<file path="src/rtl/pad_ctrl_pkg.sv">
// ----------------------------------------------------------------------------
// pad_ctrl_pkg
//   Shared definitions for the half-duplex pad controller: the controller
//   state encoding, the default timing constants and a small helper that
//   says which states own the pad.
// ----------------------------------------------------------------------------
package pad_ctrl_pkg;

    // Default timing constants (clocks).
    localparam int DEF_BIT_CYCLES     = 4;
    localparam int DEF_TURN_CYCLES    = 2;
    localparam int DEF_TIMEOUT_CYCLES = 1024;

    typedef enum logic [3:0] {
        ST_IDLE,
        ST_TX_START,
        ST_TX_DATA,
        ST_TX_STOP,
        ST_RX_WAIT,
        ST_RX_START,
        ST_RX_DATA,
        ST_RX_STOP,
        ST_TURN
    } pad_state_e;

    // Only the three transmit states drive the pad; all others release it.
    function automatic logic state_drives_pad(input pad_state_e s);
        return (s == ST_TX_START) || (s == ST_TX_DATA) || (s == ST_TX_STOP);
    endfunction

endpackage

</file>
<file path="src/rtl/pad_sync.sv">
// ----------------------------------------------------------------------------
// pad_sync
//   Two-flop synchronizer for the asynchronous pad input. Both flops reset
//   to 1, the idle level of the serial line, so a reset never looks like a
//   start bit.
//
// Ports
//   clk      in   clock
//   reset    in   synchronous active-high reset
//   i_async  in   raw pad DI
//   o_sync   out  synchronized DI, two clocks of latency
// ----------------------------------------------------------------------------
module pad_sync (
    input  logic clk,
    input  logic reset,
    input  logic i_async,
    output logic o_sync
);

    logic r_meta;
    logic r_sync;

    always_ff @(posedge clk) begin
        if (reset) begin
            r_meta <= 1'b1;
            r_sync <= 1'b1;
        end else begin
            r_meta <= i_async;
            r_sync <= r_meta;
        end
    end

    assign o_sync = r_sync;

endmodule

</file>
<file path="src/rtl/half_duplex_pad_ctrl.sv">
// ----------------------------------------------------------------------------
// half_duplex_pad_ctrl
//   Drives one bidirectional pad as a half-duplex serial link. A transaction
//   either transmits one byte (start 0, 8 data bits LSB-first, stop 1) with
//   the pad output enabled, or receives one byte with the pad released. Every
//   transaction ends with a bus-release turnaround before the next accept.
//
// Ports
//   clk, reset       clock, synchronous active-high reset
//   tx_valid/tx_data transmit request and byte
//   rx_req           receive request (loses to tx_valid when both are set)
//   tx_ready         accept strobe, high only in IDLE outside reset
//   rx_valid         one-cycle pulse with rx_data/rx_err on receive done
//   rx_data          last received byte, held between rx_valid pulses
//   rx_err           stop bit sampled low, qualified by rx_valid
//   rx_timeout       one-cycle pulse when no start bit arrived in time
//   pad_do/pad_oen   pad cell data out / output enable (1 = driven)
//   pad_di           pad cell data in, asynchronous
// ----------------------------------------------------------------------------
module half_duplex_pad_ctrl
    import pad_ctrl_pkg::*;
#(
    parameter int BIT_CYCLES     = DEF_BIT_CYCLES,
    parameter int TURN_CYCLES    = DEF_TURN_CYCLES,
    parameter int TIMEOUT_CYCLES = DEF_TIMEOUT_CYCLES
) (
    input  logic       clk,
    input  logic       reset,
    input  logic       tx_valid,
    input  logic [7:0] tx_data,
    output logic       tx_ready,
    input  logic       rx_req,
    output logic       rx_valid,
    output logic [7:0] rx_data,
    output logic       rx_err,
    output logic       rx_timeout,
    output logic       pad_do,
    output logic       pad_oen,
    input  logic       pad_di
);

    // The bit counter is shared with the turnaround, so size it for the
    // longer of the two.
    localparam int CNT_MAX = (BIT_CYCLES > TURN_CYCLES) ? BIT_CYCLES : TURN_CYCLES;
    localparam int CNT_W   = $clog2(CNT_MAX + 1);
    localparam int TMO_W   = $clog2(TIMEOUT_CYCLES + 1);

    localparam logic [CNT_W-1:0] BIT_LAST  = CNT_W'(BIT_CYCLES - 1);
    localparam logic [CNT_W-1:0] HALF_LAST = CNT_W'(BIT_CYCLES / 2 - 1);
    localparam logic [CNT_W-1:0] TURN_LAST = CNT_W'(TURN_CYCLES - 1);
    localparam logic [TMO_W-1:0] TMO_LAST  = TMO_W'(TIMEOUT_CYCLES - 1);

    pad_state_e       r_state;
    pad_state_e       w_next;
    logic [CNT_W-1:0] r_cnt;
    logic [2:0]       r_bit;
    logic [TMO_W-1:0] r_tmo;
    logic [7:0]       r_sh;
    logic [7:0]       r_rx_data;
    logic             r_rx_valid;
    logic             r_rx_err;
    logic             r_rx_timeout;

    logic w_di;
    logic w_tx_ready;
    logic w_accept;
    logic w_bit_end;
    logic w_half_end;
    logic w_turn_end;
    logic w_tmo_hit;
    logic w_cnt_wrap;
    logic w_rx_done;
    logic w_pad_oen;
    logic w_pad_do;

    pad_sync u_sync (
        .clk     (clk),
        .reset   (reset),
        .i_async (pad_di),
        .o_sync  (w_di)
    );

    assign w_accept   = w_tx_ready && (tx_valid || rx_req);
    assign w_bit_end  = (r_cnt == BIT_LAST);
    assign w_half_end = (r_cnt == HALF_LAST);
    assign w_turn_end = (r_cnt == TURN_LAST);
    assign w_tmo_hit  = (r_tmo == TMO_LAST);
    assign w_rx_done  = (r_state == ST_RX_STOP) && w_bit_end;

    // TURN may be longer than a bit, so the per-bit wrap is suppressed there.
    assign w_cnt_wrap = w_bit_end && (r_state != ST_TURN);

    // ------------------------------------------------------------------
    // State register
    // ------------------------------------------------------------------
    always_ff @(posedge clk) begin
        if (reset) r_state <= ST_IDLE;
        else       r_state <= w_next;
    end

    // ------------------------------------------------------------------
    // Next-state logic
    // ------------------------------------------------------------------
    always_comb begin
        w_next = r_state;
        case (r_state)
            ST_IDLE:
                if (w_accept) w_next = tx_valid ? ST_TX_START : ST_RX_WAIT;
            ST_TX_START:
                if (w_bit_end) w_next = ST_TX_DATA;
            ST_TX_DATA:
                if (w_bit_end && (r_bit == 3'd7)) w_next = ST_TX_STOP;
            ST_TX_STOP:
                if (w_bit_end) w_next = ST_TURN;
            // A low line wins over an expiring timeout in the same cycle.
            ST_RX_WAIT:
                if (!w_di)          w_next = ST_RX_START;
                else if (w_tmo_hit) w_next = ST_TURN;
            // Mid-start-bit recheck: a line back at 1 was only a glitch.
            ST_RX_START:
                if (w_half_end) w_next = w_di ? ST_RX_WAIT : ST_RX_DATA;
            ST_RX_DATA:
                if (w_bit_end && (r_bit == 3'd7)) w_next = ST_RX_STOP;
            ST_RX_STOP:
                if (w_bit_end) w_next = ST_TURN;
            ST_TURN:
                if (w_turn_end) w_next = ST_IDLE;
            default:
                w_next = ST_IDLE;
        endcase
    end

    // ------------------------------------------------------------------
    // Output logic
    // ------------------------------------------------------------------
    always_comb begin
        w_tx_ready = (r_state == ST_IDLE) && !reset;
        w_pad_oen  = state_drives_pad(r_state);
        w_pad_do   = 1'b1;
        case (r_state)
            ST_TX_START: w_pad_do = 1'b0;
            ST_TX_DATA:  w_pad_do = r_sh[0];
            default:     w_pad_do = 1'b1;
        endcase
    end

    // ------------------------------------------------------------------
    // Timing counters
    // ------------------------------------------------------------------
    // r_cnt restarts on every state change and every bit boundary, so it
    // always counts clocks within the current bit (or turnaround).
    always_ff @(posedge clk) begin
        if (reset) begin
            r_cnt <= '0;
            r_bit <= '0;
        end else begin
            if ((w_next != r_state) || w_cnt_wrap) r_cnt <= '0;
            else                                   r_cnt <= r_cnt + 1'b1;

            if (w_next != r_state)
                r_bit <= '0;
            else if (((r_state == ST_TX_DATA) || (r_state == ST_RX_DATA)) && w_bit_end)
                r_bit <= r_bit + 1'b1;
        end
    end

    // The receive timeout only advances while the line idles in RX_WAIT;
    // a rejected glitch resumes the count instead of restarting it.
    always_ff @(posedge clk) begin
        if (reset)
            r_tmo <= '0;
        else if (w_accept)
            r_tmo <= '0;
        else if ((r_state == ST_RX_WAIT) && w_di)
            r_tmo <= r_tmo + 1'b1;
    end

    // ------------------------------------------------------------------
    // Shift register: transmit byte out of bit 0, receive bits in at bit 7
    // ------------------------------------------------------------------
    always_ff @(posedge clk) begin
        if (reset)
            r_sh <= '0;
        else if (w_accept && tx_valid)
            r_sh <= tx_data;
        else if ((r_state == ST_TX_DATA) && w_bit_end)
            r_sh <= {1'b1, r_sh[7:1]};
        else if ((r_state == ST_RX_DATA) && w_bit_end)
            r_sh <= {w_di, r_sh[7:1]};
    end

    // ------------------------------------------------------------------
    // Receive results, registered so rx_data is already valid alongside
    // the rx_valid pulse.
    // ------------------------------------------------------------------
    always_ff @(posedge clk) begin
        if (reset) begin
            r_rx_valid   <= 1'b0;
            r_rx_err     <= 1'b0;
            r_rx_timeout <= 1'b0;
            r_rx_data    <= 8'h00;
        end else begin
            r_rx_valid   <= w_rx_done;
            r_rx_err     <= w_rx_done && !w_di;
            r_rx_timeout <= (r_state == ST_RX_WAIT) && w_di && w_tmo_hit;
            if (w_rx_done) r_rx_data <= r_sh;
        end
    end

    assign tx_ready   = w_tx_ready;
    assign pad_oen    = w_pad_oen;
    assign pad_do     = w_pad_do;
    assign rx_valid   = r_rx_valid;
    assign rx_err     = r_rx_err;
    assign rx_timeout = r_rx_timeout;
    assign rx_data    = r_rx_data;

endmodule

</file>
<file path="config.mk">
export PLATFORM = sky130hd
export DESIGN_NAME = half_duplex_pad_ctrl
export DESIGN_NICKNAME = d
export VERILOG_FILES = /design/src/rtl/pad_ctrl_pkg.sv /design/src/rtl/pad_sync.sv /design/src/rtl/half_duplex_pad_ctrl.sv
export SDC_FILE = /design/constraint.sdc
export NUM_CORES = 1
export LEC_CHECK = 0
export ABC_AREA = 1
export CAP_MARGIN = 20
export CORE_ASPECT_RATIO = 0.7
export CORE_MARGIN = 2
export CORE_UTILIZATION = 45
export CTS_CLUSTER_SIZE = 40
export DETAILED_ROUTE_END_ITERATION = 7
export GPL_TIMING_DRIVEN = 0
export PLACE_DENSITY = 0.68
export SLEW_MARGIN = 25
export SYNTH_ARGS = -nofsm -noshare
export SYNTH_HDL_FRONTEND = slang
export SYNTH_SLANG_ARGS = --single-unit
export TNS_END_PERCENT = 20
</file>
<file path="constraint.sdc">
create_clock -name clk -period 2.13 [get_ports clk]
set_input_delay 0.426 -clock clk [delete_from_list [all_inputs] [get_ports clk]]
set_output_delay 0.426 -clock clk [all_outputs]
set_load 0.05 [all_outputs]
</file>
=== Word level (Yosys, flattened, before mapping) ===
Cells that the tools add are included.

* Multipliers: 0
* Add/subtract/negate cells: 3
* Order comparisons: 0
* Bitwise operators: 0
* Div/mod/pow operators: 0
* Shift-type cells: 0
* Reductions and logical operators: 25
* Multiplexer cells: 16
* Eq/ne operators: 14

{| class="wikitable"
|+ Operators with widths
! cell !! number
|-
| $mux W4 || 9
|-
| $pmux W4 S8 || 1
|-
| $mux W8 || 3
|-
| $eq A4 B3 Y1 const B || 4
|-
| $logic_and A1 B1 Y1 || 12
|-
| $add A11 B1 Y11 const B || 1
|-
| $eq A11 B10 Y1 const B || 1
|-
| $eq A4 B2 Y1 const B || 2
|-
| $reduce_or A2 Y1 || 4
|-
| $add A3 B1 Y3 const B || 2
|-
| $logic_or A1 B1 Y1 || 5
|-
| $eq A4 B1 Y1 const B || 1
|-
| $eq A4 B4 Y1 const B || 1
|-
| $logic_not A4 Y1 || 1
|-
| $ne A4 B4 Y1 || 1
|-
| $ne A4 B4 Y1 const B || 1
|-
| $eq A3 B1 Y1 const B || 1
|-
| $eq A3 B2 Y1 const B || 1
|-
| $eq A3 B3 Y1 const B || 1
|-
| $mux W3 || 1
|-
| $reduce_bool A3 Y1 || 1
|-
| $logic_not A1 Y1 || 2
|-
| $mux W2 || 1
|-
| $pmux W1 S2 || 1
|}

* Bits in latches: 0
* Register bits: 42
* Input bits: 13
* Bits in read-only memories: 0
* Output and inout port bits: 14
* Memories: 0
* Memory bits (writable): 0
* Word-level logic and storage cells: 69

=== Depth between registers and ports, before layout ===
* Depth in word-level cells: 8
* Gate-level depth with buffers: 13
* Mapped depth without buffers: 13

=== Hierarchy ===
Synthesis repeated with hierarchy kept, for this count alone.

* Cell total of the unflattened synthesis: 287
* Area, all modules: 2025.7 µm²

{| class="wikitable"
|+ Modules (own cells, without submodules)
! module !! seq. area each (µm²) !! area an instance (µm²) !! cells an instance !! times used
|-
| half_duplex_pad_ctrl || 800.8 || 1966.9 || 280 || 1
|-
| pad_sync || 40.0 || 58.8 || 7 || 1
|}

=== Worst setup path after synthesis ===
Ideal clock, no wire load.

* Path kind: register -> output
* Start point: reg r_state[1]
* End point: out pad_do
* Slack: -0.577 ns
* Stages on the path, launching flop included: 4
* Arrival time: 2.281 ns
* Data required time: 1.704 ns
* Path buffers: 0
* Cell sequence: dfxtp_1 nor2_4 nor3_1 nand2_1

* Word-level cells in the longest chain between the ends: 2
* Elaborated cells on any way between the ends: 3
* Those cells by class: 2 x eq/ne; 1 x mux

{| class="wikitable"
|+ Ends and longest elaborated chain
! item !! line !! text
|-
| start, declared || half_duplex_pad_ctrl.sv:53 || <nowiki>pad_state_e r_state;</nowiki>
|-
| start signal, assigned || half_duplex_pad_ctrl.sv:98 || <nowiki>else r_state <= w_next;</nowiki>
|-
| $eq A4 B2 Y1 or $eq A4 B1 Y1 (tied branches) || half_duplex_pad_ctrl.sv:140 || <nowiki>case (r_state)</nowiki>
|-
| $pmux W1 S2 * || half_duplex_pad_ctrl.sv:140 ||
|-
| end, declared || half_duplex_pad_ctrl.sv:37 || <nowiki>output logic pad_do,</nowiki>
|}

Mark *: on every way between the ends. The rest lies on a longest branch, timed or not.

=== Final worst setup path ===
Same ends and word-level chain as after synthesis.

==> impl_results.md <==
* Run status: complete, no violations
* Layout Cell Area excl Fill at 2350 µm²
* Wire length of the first global-routing pass at 7070 µm
* Max Clock Freq at 495 MHz
* Detailed Routing Iterations Pass 1 at 5
* Maximum number of buffers from clock root to sink at 2
* Non-filler cells in the finished layout at ~340
* Die extent in x at 82.3 µm
* Sequential fraction of the synthesis area at 43.6%
* Routability cong. at 0.845
* Relative max-transition margin at roughly two thirds
* Period Utilization, post-route at ~95%
* Share of cells above drive strength 1 at 10.1%
* Worst Hold Margin at 0.407 ns
* Netlist area before placement at 1930 µm²
* Gate count after technology mapping at 255
* Post-synthesis sequential element count at 42
* Mean area per synthesized cell at 7.57 µm²
* Average wire per standard cell at 12.4 µm
* Combined global-route utilization of all metal layers at 19.3%
* Number of standard-cell rows in the floorplan at 19
* Net count, final at 306
* Vertical die dimension at a little under 60 µm
* Largest net degree at the start of global routing at 13
* Worst Setup End Kind: output port
* Post-DP HPWL at ~3100 µm
* Final routed DRC violation total at 0
* Area Growth Syn to Fin at 22.0%
* Number of levels in the clock H-tree at 2
* Setup-failing EPs final at 0
* Placed Instance Area at 2250 µm²
* Slew at the pin closest to its max-slew limit at 0.492 ns
* Reg-to-Reg Start: r_cnt[0]
* Clock input transition at the sequential cells of the worst setup and hold paths at 0.08 ns
* Hold Path Class: in -> reg
* Count of endpoints failing hold in the final timing report at 0
* Placed cell count at between 300 and 400
* CTS Root Cell: clkbuf_8
* Total of buffers placed on input and output ports at 25
* Die area at 4840 µm²
* Number of distinct library cells after synthesis at 36
* Startpoint of the worst setup timing path: r_state[1]
* Power density over the cells at 878 nW/µm²
* Largest fanout of any net on the critical path at 7
* Antenna violations before repair at 0
* Total wire length after detailed routing at ~4200 µm
* Count of clock tree sinks at 42
* Max-slew violation count at 0
* Kind of critical path: reg -> out
* Warnings, synthesis at 0
* Initial core utilization at 48.0%
* CTS buffer count at 5
* Data arrival, critical path at 1.60 ns
* Placeable core area at 4020 µm²
* Min-delay src: reset
* Post-layout min period at 2.02 ns
* Required time reported for the critical path endpoint at 1.70 ns
* Post-detailed-route count of antenna-violating nets at 0
* Final global-route overflow total at 0
* Post-route setup TNS at 0 ns
* Post-CTS Setup Repair Bufs at 0
* Worst clock skew at 0.00996 ns
* Hold Buf Count CTS at 0
* Type of element launching the critical path: register
* Clk_lat worst skew at 0.29 ns
* Highest ir drop seen on vdd at 0.539 mV
* Post-synthesis net count at around 270
* TritonCTS clock tree: yes
* Drt initial violations at 170
* Antenna Diode Count at 0
* I/O Pins at 27
* Vias per Instance at between 5 and 6
* Count of max-cap constraint violations at 0
* Number of vias in the routed layout at about 1700
* Vias in the first global route at 1503
* Setup repair after global routing missed its margin: false
* Static leakage at 0.933 nW
## power by group
group	switching (mW)	total (mW)	leakage (nW)	internal (mW)
Combinational	0.370	0.526	0.536	0.156
Clock	0.262	0.638	0.0573	0.375
Sequential	0.0635	0.904	0.340	0.840
Total	0.696	2.07	0.933	1.37
## registers in the layout, indices dropped and copies added (netlist names)
name and flops:
rx_valid 1, u_sync.r_meta 1, rx_err 1, r_tmo 11
u_sync.o_sync 1, r_state 4, r_sh 8, r_cnt 3
rx_timeout 1, r_bit 3, rx_data 8
## cell families after synthesis
family / count (synthesis) / synth area share [%]
AO/OA/AOI/OAI: 35 / 11.0
XOR/XNOR: 3 / 1.36
adder cells (fa/ha/maj): 6 / 3.89
buffers and inverters: 31 / 6.42
flip-flops: 42 / 43.6
multiplexers: 2 / 1.04
AND/OR/NAND/NOR: 136 / 32.7
## cells in the final DEF (no fill, tap or decap), types with 2 or more instances in the layout
cell and n:
dfxtp_1 42, mux2i_1 2, o21ai_0 11, clkbuf_8 6, buf_2 3, nor2_1 37, nor2_2 6, clkdlybuf4s50_1 22
nor2_4 2, clkbuf_1 3, a21oi_1 8, inv_1 23, nor4_1 2, nand4_1 3, xnor2_1 3, nand3_1 11
nand2_1 55, dlygate4sd2_1 2, ha_1 6, a31oi_1 8, nor3_1 11, or2_2 2
## metrics by stage
step	worst slack [ns]	util, %	power, mW
floorplan	0.0239	-	1.31
global placement	0.00355	56.0	1.45
detailed placement	0.00779	56.0	1.46
CTS	0.0921	58.8	2.08
global route	0.0170	58.6	2.18
finish	0.109	58.6	2.07
## layout make-up
cell class,instances,area [µm²]
fillers,387,1660
multi-input cells,182,970
flip-flops and latches,42,841
repair buffers,25,243
inverters,25,95.1
clock buffers,6,82.6
well taps,52,65.1
clock inverters,1,30.0
plain buffers,6,28.8
## final timing paths
path	cells after the start	slack, ns	to
worst min register to register	1	0.43	u_sync.o_sync
worst max register to register	13	0.30	r_cnt[2]
worst max-delay path	4	0.11	pad_do
worst min-delay path	2	0.41	r_state[2]
## metal layers
layer  vias to the layer above  GRT usage, %  share of wire [%]
li1                        905             -                  -
met4                         0          5.00               0.95
met3                         5          5.06                7.1
met5                         -             0                  0
met1                       764          29.5                 53
met2                        42          26.7                 39
## critical path, cell delays in order, from the launching register on
cell and delay (ns):
dfxtp_1 0.39, nor2_4 0.26, nor3_2 0.08, nand2_1 0.06
dlygate4sd2_1 0.52
## synth_stat cells, drive strengths merged
library cell | n | share of area (%)
nand2 | 56 | 11
nor2 | 45 | 10
dfxtp | 42 | 44
inv | 24 | 4.7
nor3 | 13 | 4.0
nand3 | 12 | 3.8
o21ai | 11 | 2.9
a21oi | 8 | 2.1
a31oi | 8 | 2.6
ha | 6 | 3.9
nand4 | 4 | 1.6
buf | 3 | 0.91
clkbuf | 3 | 0.58
xnor2 | 3 | 1.4
a211oi | 2 | 1.0
mux2i | 2 | 1.0
nor4 | 2 | 0.65
or2 | 2 | 0.65
a22oi | 1 | 0.39
and3 | 1 | 0.32
clkinv | 1 | 0.26
nor3b | 1 | 0.39
o2111ai | 1 | 0.45
o211ai | 1 | 0.39
o21a | 1 | 0.39
o221ai | 1 | 0.45
o31ai | 1 | 0.39
## what timing repair did
action | 4_1_cts | 5_1_grt
pin swaps | 0 | 0
setup endpoints to repair | 3 | 1
resized for setup | 5 | 2
(Power assumes the default switching activity.)
